===== src/rtl/avalon_gen_pkg.sv =====
// Shared constants, register map and FSM encoding for the Avalon-ST frame generator.
package avalon_gen_pkg;

  localparam int ADDR_CTRL     = 0;
  localparam int ADDR_NUM_PKTS = 1;
  localparam int ADDR_PKT_LEN  = 2;
  localparam int ADDR_DST_LO   = 3;
  localparam int ADDR_DST_HI   = 4;
  localparam int ADDR_SRC_LO   = 5;
  localparam int ADDR_SRC_HI   = 6;
  localparam int ADDR_TX_CNT   = 7;

  localparam int CTRL_START = 0;
  localparam int CTRL_STOP  = 1;
  localparam int CTRL_BUSY  = 0;
  localparam int CTRL_DONE  = 1;

  localparam logic [15:0] ETHERTYPE_TEST = 16'h88B5;
  localparam logic [13:0] PKT_LEN_RST    = 14'd64;

  localparam int MIN_LEN_DEF = 24;
  localparam int MAX_LEN_DEF = 9600;

  typedef enum logic [2:0] {
    ST_IDLE,
    ST_HDR0,
    ST_HDR1,
    ST_PAYLOAD,
    ST_GAP
  } gen_state_e;

endpackage


===== src/rtl/avalon_gen_regs.sv =====
// Avalon-MM register file: address decode, configuration registers, registered readdata.
module avalon_gen_regs
  import avalon_gen_pkg::*;
#(
  parameter int ADDR_W = 10
) (
  input  logic              clk,
  input  logic              reset,
  input  logic [ADDR_W-1:0] avalon_mm_address,
  input  logic              avalon_mm_write,
  input  logic [31:0]       avalon_mm_writedata,
  input  logic              avalon_mm_read,
  output logic [31:0]       avalon_mm_readdata,
  input  logic              busy,
  input  logic              done,
  input  logic [31:0]       tx_pkt_cnt,
  output logic              start_pulse,
  output logic              stop_pulse,
  output logic [31:0]       num_pkts,
  output logic [13:0]       pkt_len,
  output logic [47:0]       dst_mac,
  output logic [47:0]       src_mac
);

  logic [31:0] num_pkts_q, num_pkts_d;
  logic [13:0] pkt_len_q, pkt_len_d;
  logic [47:0] dst_mac_q, dst_mac_d;
  logic [47:0] src_mac_q, src_mac_d;
  logic [31:0] rdata_q, rdata_d;
  logic        ctrl_wr;

  // Stop wins over a simultaneous start, so such a write never launches a frame.
  assign ctrl_wr     = avalon_mm_write && (avalon_mm_address == ADDR_W'(ADDR_CTRL));
  assign start_pulse = ctrl_wr && avalon_mm_writedata[CTRL_START] && !avalon_mm_writedata[CTRL_STOP];
  assign stop_pulse  = ctrl_wr && avalon_mm_writedata[CTRL_STOP];

  // NOTE: every always_comb output gets a default first, otherwise a missed branch infers a latch.
  always_comb begin
    num_pkts_d = num_pkts_q;
    pkt_len_d  = pkt_len_q;
    dst_mac_d  = dst_mac_q;
    src_mac_d  = src_mac_q;
    rdata_d    = '0;
    if (avalon_mm_write) begin
      case (avalon_mm_address)
        ADDR_W'(ADDR_NUM_PKTS): num_pkts_d        = avalon_mm_writedata;
        ADDR_W'(ADDR_PKT_LEN):  pkt_len_d         = avalon_mm_writedata[13:0];
        ADDR_W'(ADDR_DST_LO):   dst_mac_d[31:0]   = avalon_mm_writedata;
        ADDR_W'(ADDR_DST_HI):   dst_mac_d[47:32]  = avalon_mm_writedata[15:0];
        ADDR_W'(ADDR_SRC_LO):   src_mac_d[31:0]   = avalon_mm_writedata;
        ADDR_W'(ADDR_SRC_HI):   src_mac_d[47:32]  = avalon_mm_writedata[15:0];
        default: ;
      endcase
    end
    if (avalon_mm_read) begin
      case (avalon_mm_address)
        ADDR_W'(ADDR_CTRL):     rdata_d = {30'd0, done, busy};
        ADDR_W'(ADDR_NUM_PKTS): rdata_d = num_pkts_q;
        ADDR_W'(ADDR_PKT_LEN):  rdata_d = {18'd0, pkt_len_q};
        ADDR_W'(ADDR_DST_LO):   rdata_d = dst_mac_q[31:0];
        ADDR_W'(ADDR_DST_HI):   rdata_d = {16'd0, dst_mac_q[47:32]};
        ADDR_W'(ADDR_SRC_LO):   rdata_d = src_mac_q[31:0];
        ADDR_W'(ADDR_SRC_HI):   rdata_d = {16'd0, src_mac_q[47:32]};
        ADDR_W'(ADDR_TX_CNT):   rdata_d = tx_pkt_cnt;
        default: ;
      endcase
    end
  end

  // NOTE: these are a handful of config flops, not a RAM, so each gets an explicit reset value.
  always_ff @(posedge clk or posedge reset) begin
    if (reset) begin
      num_pkts_q <= '0;
      pkt_len_q  <= PKT_LEN_RST;
      dst_mac_q  <= '0;
      src_mac_q  <= '0;
      rdata_q    <= '0;
    end else begin
      // NOTE: non-blocking so every flop samples the pre-edge values of its neighbours.
      num_pkts_q <= num_pkts_d;
      pkt_len_q  <= pkt_len_d;
      dst_mac_q  <= dst_mac_d;
      src_mac_q  <= src_mac_d;
      rdata_q    <= rdata_d;
    end
  end

  assign avalon_mm_readdata = rdata_q;
  assign num_pkts           = num_pkts_q;
  assign pkt_len            = pkt_len_q;
  assign dst_mac            = dst_mac_q;
  assign src_mac            = src_mac_q;

endmodule


===== src/rtl/avalon_st_pkt_gen.sv =====
// 64-bit Avalon-ST Ethernet test-frame generator with an Avalon-MM control slave.
module avalon_st_pkt_gen
  import avalon_gen_pkg::*;
#(
  parameter int ADDR_W     = 10,
  parameter int IPG_CYCLES = 4,
  parameter int MIN_LEN    = MIN_LEN_DEF,
  parameter int MAX_LEN    = MAX_LEN_DEF
) (
  input  logic              clk,
  input  logic              reset,
  input  logic [ADDR_W-1:0] avalon_mm_address,
  input  logic              avalon_mm_write,
  input  logic [31:0]       avalon_mm_writedata,
  input  logic              avalon_mm_read,
  output logic [31:0]       avalon_mm_readdata,
  output logic [63:0]       avalon_st_tx_data,
  output logic              avalon_st_tx_valid,
  output logic              avalon_st_tx_sop,
  output logic              avalon_st_tx_eop,
  output logic [2:0]        avalon_st_tx_empty,
  output logic              avalon_st_tx_error,
  input  logic              avalon_st_tx_ready,
  output logic              gen_active,
  output logic              gen_done
);

  logic        start_pulse, stop_pulse;
  logic [31:0] num_pkts;
  logic [13:0] pkt_len;
  logic [47:0] dst_mac, src_mac;

  gen_state_e  state_q, state_d;
  logic [63:0] data_q, data_d;
  logic        valid_q, valid_d, sop_q, sop_d, eop_q, eop_d;
  logic [2:0]  empty_q, empty_d;
  logic        active_q, active_d, done_q, done_d, stop_pend_q, stop_pend_d;
  logic [15:0] seq_q, seq_d, beat_q, beat_d, gap_q, gap_d;
  logic [13:0] len_q, len_d;
  logic [47:0] dst_q, dst_d, src_q, src_d;
  logic [31:0] cnt_q, cnt_d;

  logic        xfer, load, new_frame, last;
  logic [15:0] ld_idx;
  logic [13:0] frame_len, frame_beats;
  logic [47:0] frame_dst, frame_src;
  logic [63:0] word;
  logic [2:0]  ld_empty;

  avalon_gen_regs #(.ADDR_W(ADDR_W)) u_regs (
    .clk                 (clk),
    .reset               (reset),
    .avalon_mm_address   (avalon_mm_address),
    .avalon_mm_write     (avalon_mm_write),
    .avalon_mm_writedata (avalon_mm_writedata),
    .avalon_mm_read      (avalon_mm_read),
    .avalon_mm_readdata  (avalon_mm_readdata),
    .busy                (active_q),
    .done                (done_q),
    .tx_pkt_cnt          (cnt_q),
    .start_pulse         (start_pulse),
    .stop_pulse          (stop_pulse),
    .num_pkts            (num_pkts),
    .pkt_len             (pkt_len),
    .dst_mac             (dst_mac),
    .src_mac             (src_mac)
  );

  function automatic logic [13:0] clamp_len(input logic [13:0] l);
    if (l < 14'(MIN_LEN)) return 14'(MIN_LEN);
    if (l > 14'(MAX_LEN)) return 14'(MAX_LEN);
    return l;
  endfunction

  function automatic logic [63:0] beat_word(input logic [15:0] idx, input logic [15:0] seq,
                                            input logic [47:0] dst, input logic [47:0] src);
    if (idx == 16'd0) return {dst, src[47:32]};
    if (idx == 16'd1) return {src[31:0], ETHERTYPE_TEST, seq};
    return {seq, idx, seq, idx};
  endfunction

  always_comb begin
    state_d     = state_q;
    data_d      = data_q;
    valid_d     = valid_q;
    sop_d       = sop_q;
    eop_d       = eop_q;
    empty_d     = empty_q;
    active_d    = active_q;
    done_d      = done_q;
    stop_pend_d = stop_pend_q;
    seq_d       = seq_q;
    beat_d      = beat_q;
    gap_d       = gap_q;
    len_d       = len_q;
    dst_d       = dst_q;
    src_d       = src_q;
    cnt_d       = cnt_q;
    xfer        = valid_q && avalon_st_tx_ready;
    load        = 1'b0;
    new_frame   = 1'b0;
    ld_idx      = beat_q;

    if (stop_pulse && state_q != ST_IDLE) stop_pend_d = 1'b1;

    case (state_q)
      ST_IDLE: if (start_pulse) begin
        cnt_d       = '0;
        done_d      = 1'b0;
        active_d    = 1'b1;
        seq_d       = '0;
        stop_pend_d = 1'b0;
        state_d     = ST_HDR0;
        load        = 1'b1;
        new_frame   = 1'b1;
        ld_idx      = 16'd0;
      end
      ST_HDR0: if (xfer) begin
        state_d = ST_HDR1;
        load    = 1'b1;
        ld_idx  = 16'd1;
      end
      ST_HDR1: if (xfer) begin
        state_d = ST_PAYLOAD;
        load    = 1'b1;
        ld_idx  = 16'd2;
      end
      ST_PAYLOAD: if (xfer) begin
        if (eop_q) begin
          state_d = ST_GAP;
          valid_d = 1'b0;
          eop_d   = 1'b0;
          empty_d = '0;
          data_d  = '0;
          gap_d   = 16'(IPG_CYCLES - 1);
          if (cnt_q != '1) cnt_d = cnt_q + 32'd1;
        end else begin
          load   = 1'b1;
          ld_idx = beat_q + 16'd1;
        end
      end
      ST_GAP: begin
        if (gap_q != '0) begin
          gap_d = gap_q - 16'd1;
        end else if (stop_pend_q || (num_pkts != '0 && cnt_q >= num_pkts)) begin
          state_d     = ST_IDLE;
          done_d      = 1'b1;
          active_d    = 1'b0;
          stop_pend_d = 1'b0;
        end else begin
          state_d   = ST_HDR0;
          seq_d     = seq_q + 16'd1;
          load      = 1'b1;
          new_frame = 1'b1;
          ld_idx    = 16'd0;
        end
      end
      default: state_d = ST_IDLE;
    endcase

    // Frame config is snapshotted when beat 0 is loaded; mid-frame MM writes wait for the next SOP.
    frame_len   = new_frame ? clamp_len(pkt_len) : len_q;
    frame_dst   = new_frame ? dst_mac : dst_q;
    frame_src   = new_frame ? src_mac : src_q;
    frame_beats = (frame_len + 14'd7) >> 3;
    last        = (ld_idx == {2'b00, frame_beats - 14'd1});
    ld_empty    = last ? 3'(3'd0 - frame_len[2:0]) : 3'd0;
    word        = beat_word(ld_idx, seq_d, frame_dst, frame_src);

    if (load) begin
      len_d   = frame_len;
      dst_d   = frame_dst;
      src_d   = frame_src;
      beat_d  = ld_idx;
      valid_d = 1'b1;
      sop_d   = (ld_idx == 16'd0);
      eop_d   = last;
      empty_d = ld_empty;
      data_d  = word & (~64'd0 << {ld_empty, 3'b000});
    end
  end

  always_ff @(posedge clk or posedge reset) begin
    if (reset) begin
      state_q     <= ST_IDLE;
      data_q      <= '0;
      valid_q     <= 1'b0;
      sop_q       <= 1'b0;
      eop_q       <= 1'b0;
      empty_q     <= '0;
      active_q    <= 1'b0;
      done_q      <= 1'b0;
      stop_pend_q <= 1'b0;
      seq_q       <= '0;
      beat_q      <= '0;
      gap_q       <= '0;
      len_q       <= '0;
      dst_q       <= '0;
      src_q       <= '0;
      cnt_q       <= '0;
    end else begin
      state_q     <= state_d;
      data_q      <= data_d;
      valid_q     <= valid_d;
      sop_q       <= sop_d;
      eop_q       <= eop_d;
      empty_q     <= empty_d;
      active_q    <= active_d;
      done_q      <= done_d;
      stop_pend_q <= stop_pend_d;
      seq_q       <= seq_d;
      beat_q      <= beat_d;
      gap_q       <= gap_d;
      len_q       <= len_d;
      dst_q       <= dst_d;
      src_q       <= src_d;
      cnt_q       <= cnt_d;
    end
  end

  assign avalon_st_tx_data  = data_q;
  assign avalon_st_tx_valid = valid_q;
  assign avalon_st_tx_sop   = sop_q;
  assign avalon_st_tx_eop   = eop_q;
  assign avalon_st_tx_empty = empty_q;
  assign avalon_st_tx_error = 1'b0;
  assign gen_active         = active_q;
  assign gen_done           = done_q;

endmodule


===== config.mk =====
export PLATFORM = sky130hd
export DESIGN_NAME = avalon_st_pkt_gen
export DESIGN_NICKNAME = d
export VERILOG_FILES = /design/src/rtl/avalon_gen_pkg.sv /design/src/rtl/avalon_gen_regs.sv /design/src/rtl/avalon_st_pkt_gen.sv
export SDC_FILE = /design/constraint.sdc
export NUM_CORES = 1
export LEC_CHECK = 0
export ABC_AREA = 1
export CAP_MARGIN = 5
export CORE_ASPECT_RATIO = 1.75
export CORE_UTILIZATION = 25
export DETAILED_ROUTE_END_ITERATION = 10
export PLACE_DENSITY_LB_ADDON = 0.1
export SLEW_MARGIN = 25
export SYNTH_ARGS = -nofsm -noshare
export SYNTH_HDL_FRONTEND = slang
export SYNTH_HIERARCHICAL = 1
export SYNTH_SLANG_ARGS = --single-unit

===== constraint.sdc =====
create_clock -name clk -period 9.9 [get_ports clk]
set_clock_uncertainty 0.2 [all_clocks]
set_input_delay 0.99 -clock clk [delete_from_list [all_inputs] [get_ports clk]]
set_output_delay 0.99 -clock clk [all_outputs]
set_load 0.05 [all_outputs]

Yosys cells after proc, flatten, opt, wreduce, memory -nomap -nowiden:

Index checks and enable logic that the tools add are counted.

* register bits after elaboration: 440
* bits of input ports: 47
* output and inout bits: 105
* logic and storage cells: 177

* add/subtract/negate cells: 7
* order comparisons: 3
* equal/unequal tests: 23
* shifts and indexed selects: 1
* muxes and demuxes: 85
* bitwise operators: 1
* reductions and logical operators: 34

Operators by type and width (count)
* 64-bit 2-to-1 mux: 8
* 32-bit one-hot mux with 8 select lines: 1
* 16-bit 2-to-1 mux: 13
* 32-bit 2-to-1 mux: 5
* 48-bit 2-to-1 mux: 2
* 16-bit one-hot mux with 5 select lines: 1
* 14-bit 2-to-1 mux: 5
* 64-bit bitwise AND: 1
* 16-bit one-hot mux with 2 select lines: 2
* 32-bit one-hot mux with 2 select lines: 1
* 64-bit by 6-bit left shift with 64-bit output, first input constant: 1
* 10-bit by 3-bit equality test with 1-bit output, second input constant: 4
* 3-bit 2-to-1 mux: 11
* 16-bit by 1-bit adder with 16-bit output, second input constant: 2
* 32-bit by 1-bit adder with 32-bit output, second input constant: 1
* 32-bit greater-or-equal comparator: 1
* 32-bit inequality test, second input constant: 1
* 32-bit nonzero test: 1
* 1-bit 2-to-1 mux: 30
* 10-bit by 2-bit equality test with 1-bit output, second input constant: 2
* 2-bit inequality test, second input constant: 9
* 16-bit by 1-bit equality test with 1-bit output, second input constant: 1
* 16-bit by 14-bit equality test with 1-bit output: 1
* 16-bit zero test: 1
* 27 further kinds: 49

Longest topological paths before layout:

Gate-level depths: netlist (run 1).

* depth in word-level cells: 14
* gate-level depth with buffers: 40
* mapped depth without buffers: 39

Modules after synthesis:

Netlist (run 1), hierarchy kept.

Modules (own cells, without submodules)
* avalon_st_pkt_gen: instances 1, cells an instance 2085, area each 15462.3 µm², seq. area each 6656.4 µm²
* avalon_gen_regs: instances 1, cells an instance 941, area each 7933.9 µm², seq. area each 4355.4 µm²

Least setup slack after synthesis (run 1):

No wires, ideal clock.

* kind: input-to-reg
* start: in avalon_mm_address[7]
* end: reg data_q[16], in the netlist avalon_st_tx_data[16]
* library setup time: 0.118 ns
* arrival time: 4.689 ns
* data required time: 9.582 ns
* setup slack: 4.894 ns
* stages on the path: 31
* buffers on the path: 2
* cells stage by stage: nor2_1 -> nand2_4 -> nor2_8 -> buf_4 -> buf_4 -> nand2_1 -> nor4_1 -> nand2_1 -> nand2_4 -> nand2_1 -> nand2_2 -> ha_1 -> nand3_2 -> nand2_1 -> nand2_1 -> nand2_1 -> inv_1 -> ha_1 -> xnor2_1 -> nor2_1 -> nand2_1 -> nor2_1 -> nand2_1 -> nor2_1 -> nand2_1 -> nor2_1 -> nand3_1 -> nor2_8 -> nand3_4 -> nand3_1 -> nand2_1

* word-level cells in the longest chain between the ends: 14
* elaborated cells between the ends (all ways): 34
* classes of those cells: add/sub: 3; eq/ne: 2; shift: 1; mux: 18; bitwise: 1; reduce/logical: 9

Ends and longest elaborated chain
* from (decl): line avalon_st_pkt_gen.sv:12 `input logic [ADDR_W-1:0] avalon_mm_address,`
* 10-bit zero test *: line avalon_gen_regs.sv:33 `assign ctrl_wr = avalon_mm_write && (avalon_mm_address == ADDR_W'(ADDR_CTRL));`
* 1-bit logical AND *: line avalon_gen_regs.sv:33
* 1-bit logical AND * (2 in a row): line avalon_gen_regs.sv:34 `assign start_pulse = ctrl_wr && avalon_mm_writedata[CTRL_START] && !avalon_mm_writedata[CTRL_STOP];`
* net start_pulse: line avalon_st_pkt_gen.sv:28 `logic start_pulse, stop_pulse;`
* 1-bit 2-to-1 mux: line avalon_st_pkt_gen.sv:107 `ST_IDLE: if (start_pulse) begin`
* 1-bit one-hot mux with 2 select lines: line avalon_st_pkt_gen.sv:106 `case (state_q)`
* 14-bit 2-to-1 mux: line avalon_st_pkt_gen.sv:162 `frame_len = new_frame ? clamp_len(pkt_len) : len_q;`
* 14-bit by 3-bit adder with 14-bit output: line avalon_st_pkt_gen.sv:165 `frame_beats = (frame_len + 14'd7) >> 3;`
* 11-bit by 1-bit subtractor with 12-bit output: line avalon_st_pkt_gen.sv:166 `last = (ld_idx == {2'b00, frame_beats - 14'd1});`
* 16-bit by 14-bit equality test with 1-bit output: line avalon_st_pkt_gen.sv:166
* 3-bit 2-to-1 mux: line avalon_st_pkt_gen.sv:167 `ld_empty = last ? 3'(3'd0 - frame_len[2:0]) : 3'd0;`
* 64-bit by 6-bit left shift with 64-bit output: line avalon_st_pkt_gen.sv:179 `data_d = word & (~64'd0 << {ld_empty, 3'b000});`
* 64-bit bitwise AND: line avalon_st_pkt_gen.sv:179
* 64-bit 2-to-1 mux: line avalon_st_pkt_gen.sv:170 `if (load) begin`
* to (signal assigned): line avalon_st_pkt_gen.sv:203 `data_q <= data_d;`
* to (decl): line avalon_st_pkt_gen.sv:34 `logic [63:0] data_q, data_d;`

Mark *: on every way through the listed nets, which the timed path passes. The rest lies on a longest branch. The select of a mux whose other input is x is not followed.
A chain may end at the register's enable or synchronous reset.

Worst setup path in the final report (run 1):

* start: in avalon_mm_address[0]
* end: reg data_q[55], in the netlist avalon_st_tx_data[55]

Same word-level chain as after synthesis.

==> results of run 1 <==
==> worst max-delay path by stage <==
stage | startpoint | end | slack, ns
floorplan | reset | avalon_st_tx_data[0] | 1.38
global placement | avalon_mm_address[0] | avalon_st_tx_data[55] | 1.59
detailed placement | avalon_mm_address[0] | avalon_st_tx_data[55] | 1.67
CTS | avalon_mm_address[0] | avalon_st_tx_data[55] | 2.36
global route | avalon_mm_address[0] | avalon_st_tx_data[55] | 2.11
finish | avalon_mm_address[0] | avalon_st_tx_data[55] | 2.36
==> state kept, by name (all words and copies together) (netlist names), 3 cells and up <==
signal                     flops
avalon_st_tx_data             64
dst_q                         48
src_q                         48
u_regs/dst_mac                48
u_regs/src_mac                48
cnt_q                         32
u_regs/avalon_mm_readdata     32
u_regs/num_pkts               32
beat_q                        16
gap_q                         16
seq_q                         16
len_q                         14
u_regs/pkt_len                14
avalon_st_tx_empty             3
state_q                        3
==> power groups by stage <==
stage	clock network, mW	registers, mW	logic [mW]
finish	1.99	2.03	1.94
global route	2.11	2.04	2.11
CTS	2.05	2.03	1.95
detailed placement	0	2.06	1.95
global placement	0	2.06	1.97
floorplan	0	2.26	1.06
==> worst max-delay path, stage by stage <==
cell	delay (ns)
clkdlybuf4s50_1	0.61
nor2_1	0.09
buf_4	0.23
nand2_1	0.12
nor4_1	0.08
nor2_1	0.46
inv_1	0.15
nand2_1	0.45
inv_1	0.26
o21ai_0	0.84
clkinv_1	0.75
nand4_1	0.27
nor3_2	0.08
nand2_2	0.06
buf_4	0.48
inv_2	0.41
nor2_1	0.58
o21ai_0	0.31
o21ai_0	0.43
nand2_1	0.12
nand2_1	0.07
==> through the flow <==
stage	hold WS, ns	util	setup slack [ns]	cells
after floorplan	0.233	-	1.38	3026
after global placement	0.259	0.279	1.59	4276
after detailed placement	0.261	0.279	1.67	4276
after CTS	0.278	0.298	2.36	4362
after global routing	0.286	0.298	2.11	4362
final	0.272	0.298	2.36	4362
==> per-layer routing <==
| metal | share of wire | wire, um | GRT usage |
|---|---|---|---|
| met1 | 0.39 | 37900 | 0.236 |
| met2 | 0.52 | 51200 | 0.380 |
| met3 | 0.034 | 3350 | 0.0210 |
| met4 | 0.052 | 5040 | 0.102 |
| met5 | 0 | 0 | 0 |
==> kinds of logic (layout without fill, tap and decap cells) <==
family	Yosys count	in the layout
and+or+nand+nor	1661	1661
DFF	440	440
AOI/OAI and AO/OA	438	438
buffers and inverters	422	558
adders and majority gates	39	39
muxes	17	17
xor gates and xnor gates	8	8
other	1	1
==> layout make-up <==
cell class	instances	area, um^2	area share
Tap cell	1200	1500	0.0544
Inverter	300	1140	0.0413
Sequential cell	440	11000	0.399
Clock buffer	67	1400	0.0509
Multi-Input combinational cell	2164	10600	0.384
Timing Repair Buffer	172	1680	0.0608
Clock inverter	19	279	0.0101
==> cell usage in the layout (no fill, tap or decap), types with 9 or more instances in the layout <==
master	netlist	layout
nand3_1	265	265
nor2_1	209	207
clkbuf_16	0	49
buf_4	12	21
clkinv_2	0	10
clkdlybuf4s50_1	0	150
nor2_4	7	9
nand2_1	980	979
nor2_2	11	11
nand2_2	33	34
nor4_1	15	15
inv_1	280	278
dfrtp_1	439	439
o21ai_0	186	184
a21oi_1	98	97
mux2i_1	17	17
nand2_4	12	12
ha_1	39	39
a31oi_1	18	18
o21ai_1	58	60
nand3_2	12	12
clkbuf_8	1	11
nand4_1	45	45
o21ai_2	35	35
inv_2	16	16
o211ai_1	13	13
nor3_1	44	43
==> reports/qor_table.md, run 1 <==
| Metric | This run | Unit |
| --- | --- | --- |
| Share of flip-flops with an asynchronous set or reset | 1.00 | - |
| Combinational family with the most area after synthesis | simple AND/OR/NAND/NOR gates | - |
| Path depth of the worst reg2reg path | 20 | - |
| Seq pwr share | 0.340 | - |
| Sequential area share after synthesis | 0.471 | - |
| Synthesized netlist cell count | 3,026 | - |
| Clock latency on the worst-skew pair | 0.63 | ns |
| # clock sinks | 440 | - |
| Core Area | 0.0928 | mm^2 |
| Layout area overhead | 18.0 | % |
| Clock network power share | 0.334 | - |
| Detailed-route vias per instance | 4.75 | - |
| Ratio of cells with drive above 1 in the final layout | 0.0813 | - |
| Final net count | 3,212 | - |
| Yosys top cell area share | 0.470 | - |
| Hold-fix buffer count after cts | 0 | - |
| Placed wire-length estimate after detailed placement | 74,800 | um |
| Critical path peak fanout | 58 | - |
| Static leakage power | 13.3 | nW |
| Area of the mapped netlist | 0.0234 | mm^2 |
| Clock tree buffer depth | 3 | - |
| Yosys Warn Count | 6 | - |
| Power Dens Cells | 216 | mW/mm^2 |
| Switching component of the power | 2.41 | mW |
| F_max | 0.133 | GHz |
| Boundary pin count | 152 | - |
| Combinational Power Share | 0.325 | - |
| Number of rows in the core area | 148 | - |
| Min Tclk post-route | 7.54 | ns |
| Element type at the critical path start | input pin | - |
| Cell variety after synth | 61 | - |
| End of the worst hold path | gap_q[15] | - |
| PnR Total Power | 5.95 | mW |
| Sum of negative setup slack | 0 | ns |
| Maximum number of pins on one net before global-route repair | 151 | - |
| Total inserted antenna cells | 0 | - |
| Outcome | finished clean | - |
| Mux cell area share after synthesis | 0.00727 | - |
| CTS clk-pin slew, worst paths | 0.06 | ns |
| Standard cell area after detailed placement | 0.0259 | mm^2 |
| Max IR drop VDD | 0.000214 | V |
| Number of pins with negative max-slew slack in the final report | 0 | - |
| Net switching fraction of the power | 0.405 | - |
| Reg-to-Reg Start | state_q[0] | - |
| Detailed-routing iteration count for the pre-antenna-repair pass | 7 | - |
| Die Span Y | 407 | um |
| Nature of the critical path endpoint | register | - |
| Final Cycle Share | 0.762 | - |
| Count of final setup violators | 0 | - |
| Total clock buffers created by CTS | 48 | - |
| Initial core utilization | 0.252 | - |
| Global router's overall resource usage | 0.207 | - |
| Number of antenna violations at the first check in global routing | 1 | - |
| Final weighted congestion in routability-driven placement | 0.923 | - |
| Largest area contributor in the netlist | dfrtp_1 | - |
| Critical path data required time | 10.26 | ns |
| Mean instance size in the synthesized netlist | 7.73 | um^2 |
| Nets in the synthesized netlist | 3,112 | - |
| # H-tree levels | 2 | - |
| Most numerous cell in the Yosys netlist | nand2_1 | - |
| Count of max-cap constraint violations | 0 | - |
| Endpoint of the most critical register-to-register path | avalon_st_tx_data[55] | - |
| Root Buffer | clkbuf_16 | - |
| Post-Synth Simple-Gate Area | 0.314 | - |
| Worst Max-Slew Pin Slew | 1.00 | ns |
| Internal Power | 3.54 | mW |
| Post-cts repair resize count | 0 | - |
| Count of cells along the worst hold path | 1 | - |
| Setup Crit Path Kind | in2reg | - |
| Compound-Gate Fraction of Synth Area | 0.106 | - |
| Setup repair after global routing missed its margin | no | - |
| TritonCTS clock tree | yes | - |
| Start point of the worst hold path | gap_q[15] | - |
| Count of buffers from port buffering | 150 | - |
| Number of global-route vias before repair | 21,100 | - |
| Total routed wirelength | 97,500 | um |
| Setup Fix Bufs, Post-CTS | 0 | - |
| Fillcell total | 9,951 | - |
| Count of antenna-violating nets left after detailed routing | 0 | - |
| Primary flip-flop cell chosen by synthesis mapping | dfrtp_1 | - |
| WL per Instance | 22.4 | um |
| Worst setup slack for register-to-register paths | 2.55 | ns |
| Total of flip-flops plus latches after synthesis | 440 | - |
| Starting DRC count in detailed routing | 1,091 | - |
| Largest cells by area after synthesis | dfrtp_1 47%, nand2_1 16%, nand3_1 5.7%, inv_1 4.5%, o21ai_0 4.0% | - |
| Ranking of synthesized cells by instance count | 980 x nand2_1, 439 x dfrtp_1, 280 x inv_1 | - |
| Die X | 233 | um |
| Non-Filler Cell Area, Final | 0.0276 | mm^2 |
| Die area | 0.0949 | mm^2 |
| Vias | 20,700 | - |
| Number of remaining DRC errors | 0 | - |
| Xor and xnor fraction of the mapped netlist area | 0.00358 | - |
| Post-Synth Adder-Cell Area | 0.0209 | - |
| Hold Crit Class | reg2reg | - |
| Number of enable flip-flop cells after synthesis | 0 | - |
| Rel. slew slack | 0.326 | - |
| Number of failing hold endpoints at the final stage | 0 | - |
| GR Overflow Total | 0 | - |
| Worst EP arrival | 7.91 | ns |
| First-pass GRT wire length | 144,000 | um |
(Power assumes the default switching activity.)
==> run 2: changes to the inputs <==
==> constraint.sdc (replaced) <==
create_clock -name clk -period 7.58 [get_ports clk]
set_clock_uncertainty 0.2 [all_clocks]
set_input_delay 0.758 -clock clk [delete_from_list [all_inputs] [get_ports clk]]
set_output_delay 0.758 -clock clk [all_outputs]
set_load 0.05 [all_outputs]
==> run 2 against run 1 <==
Against the previous run:
- sequential share of layout area fell by 0.12 points
- highest routed layer unchanged
- clock power rose by 29%
- via count rose by 1.3%
- global-route usage rose by 0.099 points
- total power rose by 30%
- cell area rose by 0.29%
- worst hold slack got worse by 0.00089 ns
==> reports/qor_table.md, run 2 (same netlist as run 1, synthesis figures left out) <==
| Metric | This run | Unit | vs previous |
| --- | --- | --- | --- |
| Outcome | finished clean | - |  |
| Setup Crit Path Kind | reg2reg | - |  |
| Endpoint of the most critical register-to-register path | avalon_st_tx_data[31] | - |  |
| Switching component of the power | 3.16 | mW | +31% |
| Clock latency on the worst-skew pair | 0.64 | ns | about the same |
| Post-cts repair resize count | 0 | - | unchanged |
| Non-Filler Cell Area, Final | 0.0277 | mm^2 | +0.29% |
| Origin of the worst setup path | u_regs/num_pkts[1] | - |  |
| Setup WS post-layout | 1.40 | ns | -0.958 ns |
| Ratio of cells with drive above 1 in the final layout | 0.0851 | - | +0.00382 |
| Net switching fraction of the power | 0.408 | - | +0.00233 |
| Vias | 21,000 | - | +1.3% |
| Final weighted congestion in routability-driven placement | 0.889 | - | -3.6% |
| Worst Max-Slew Pin Slew | 1.20 | ns | +0.203 ns |
| Starting DRC count in detailed routing | 1,457 | - | +34% |
| Worst EP arrival | 6.49 | ns | -1.42 ns |
| Core Area | 0.0928 | mm^2 | unchanged |
| Detailed-routing iteration count for the pre-antenna-repair pass | 6 | - | -1 |
| Number of antenna violations at the first check in global routing | 1 | - | unchanged |
| Power Dens Cells | 280 | mW/mm^2 | +30% |
| Die Span Y | 407 | um | unchanged |
| Die area | 0.0949 | mm^2 | unchanged |
| Total routed wirelength | 97,900 | um | +0.46% |
| F_max | 0.162 | GHz |  |
| Detailed-route vias per instance | 4.80 | - | +1.1% |
| Initial core utilization | 0.252 | - | unchanged |
| Count of max-cap constraint violations | 0 | - | unchanged |
| Setup Fix Bufs, Post-CTS | 0 | - | unchanged |
| GR Overflow Total | 0 | - | unchanged |
| Minimum setup slack after placement | 1.14 | ns | -0.532 ns |
| Placed wire-length estimate after detailed placement | 75,100 | um | +0.43% |
| Path depth of the worst reg2reg path | 17 | - | -15% |
| Number of rows in the core area | 148 | - | unchanged |
| Maximum number of pins on one net before global-route repair | 147 | - | -2.6% |
| Leading cell type in the layout, fill and taps excluded | nand2_1 | - |  |
| Flip-flop count of the largest register after layout | 64 | - | unchanged |
| Number of global-route vias before repair | 21,100 | - | +0.033% |
| Number of failing hold endpoints at the final stage | 0 | - | unchanged |
| Final Cycle Share | 0.815 | - |  |
| Non-filler instance count after layout | 4,374 | - | +0.28% |
| Element type at the critical path start | register | - |  |
| Critical path peak fanout | 32 | - | -45% |
| WL per Instance | 22.4 | um | +0.18% |
| Count of buffers from port buffering | 150 | - | unchanged |
| Post-placement cell count | 4,286 | - | +0.23% |
| Count of final setup violators | 0 | - | unchanged |
| Min Tclk post-route | 6.18 | ns |  |
| CTS clk-pin slew, worst paths | 0.07 | ns | about the same |
| Number of remaining DRC errors | 0 | - | unchanged |
| Number of pins with negative max-slew slack in the final report | 0 | - | unchanged |
| First-pass GRT wire length | 145,000 | um | +0.37% |
| Reg-to-Reg Start | u_regs/num_pkts[1] | - |  |
| Total clock buffers created by CTS | 49 | - | +2.1% |
| Start point of the worst hold path | dst_q[17] | - |  |
| Root Buffer | clkbuf_16 | - |  |
| # H-tree levels | 2 | - | unchanged |
| TritonCTS clock tree | yes | - |  |
| Internal Power | 4.60 | mW | +30% |
| Highest-count cells in the layout ignoring fill and taps | 979 x nand2_1, 439 x dfrtp_1, 278 x inv_1 | - |  |
| Combinational Power Share | 0.329 | - | +0.004 |
| Die X | 233 | um | unchanged |
| Global router's overall resource usage | 0.208 | - | +0.000989 |
| Rel. slew slack | 0.189 | - | -0.137 |
| Standard cell area after detailed placement | 0.0260 | mm^2 | +0.24% |
| Clock network power share | 0.331 | - | -0.003 |
| Count of antenna-violating nets left after detailed routing | 0 | - | unchanged |
| Static leakage power | 13.4 | nW | +0.26% |
| Final net count | 3,224 | - | +0.37% |
| Nature of the critical path endpoint | register | - |  |
| Hold-fix buffer count after cts | 0 | - | unchanged |
| Crit path to | avalon_st_tx_data[31] | - |  |
| Max IR drop VDD | 0.000367 | V | +71% |
| Sum of negative setup slack | 0 | ns | unchanged |
| Setup repair after global routing missed its margin | no | - |  |
| Hold Crit Class | reg2reg | - |  |
| # clock sinks | 440 | - | unchanged |
| Critical path data required time | 7.89 | ns | -2.37 ns |
| Seq pwr share | 0.341 | - | about the same |
| Boundary pin count | 152 | - | unchanged |
| Layout area overhead | 18.3 | % |  |
| Clock tree buffer depth | 3 | - | unchanged |
| Worst setup slack for register-to-register paths | 1.40 | ns | -1.15 ns |
-- run 2: cell types whose count changed in the layout (fill, tap and decap cells not counted), sizes merged --
cell      previous run  this run
inv                298       295
clkbuf              67        63
diode                0         1
clkinv              15        18
bufinv               6         5
buf                 22        33
clkinvlp             0         5
-- run 2: worst min-delay path by stage --
| stage | endpoint | slack, ns | cells past startpoint |
|---|---|---|---|
| after global routing | avalon_st_tx_data[54] | 0.30 | 2 |
| after floorplan | dst_q[10] | 0.23 | 2 |
| final | dst_q[17] | 0.27 | 2 |
| after global placement | src_q[33] | 0.26 | 2 |
| after detailed placement | dst_q[17] | 0.26 | 2 |
| after CTS | src_q[37] | 0.27 | 2 |
-- run 2: per-stage QoR --
step | utilization | hold slack, ns | power, mW
global route | 0.298 | 0.295 | 8.17
finish | 0.298 | 0.271 | 7.76
CTS | 0.298 | 0.271 | 7.86
detailed placement | 0.280 | 0.255 | 5.25
global placement | 0.280 | 0.256 | 5.27
floorplan | - | 0.233 | 4.34
-- run 2: area by class of cell --
class                   instances  area [um^2]
inverters                     300         1140
clock inverters                23          287
flip-flops and latches        440        11000
well taps                    1200         1500
repair buffers                183         1780
clock buffers                  63         1390
diodes                          1         2.50
multi-input cells            2164        10600
fillers                      9860        65100
-- run 2: critical path, cell delays in order (launching register included) --
cell      delay (ns)
dfrtp_1         0.46
nor2_1          0.15
nand3_1         0.11
nor4_1          0.73
nand2_1         0.33
a21oi_2         0.44
nand2_1         0.66
nand3_1         0.23
o311ai_0        0.16
a21oi_1         0.58
nand4_1         0.36
nor2_1          0.21
nand2_2         0.08
inv_2           0.42
nor2_1          0.34
o21ai_0         0.22
o21a_1          0.24
o21ai_0         0.10
-- run 2: power groups by stage --
| stage | Combinational, mW | Sequential [mW] | Clock, mW |
|---|---|---|---|
| 6_report | 2.55 | 2.64 | 2.57 |
| 3_3_place_gp | 2.58 | 2.69 | 0 |
| 2_1_floorplan | 1.39 | 2.95 | 0 |
| 3_5_place_dp | 2.56 | 2.69 | 0 |
| 4_1_cts | 2.57 | 2.65 | 2.65 |
| 5_1_grt | 2.78 | 2.66 | 2.73 |
-- run 2: layer usage --
layer | GRT usage | routed length [um]
met4 | 0.106 | 5230
met1 | 0.238 | 38200
met3 | 0.0203 | 3460
met5 | 0 | 0
met2 | 0.379 | 51100
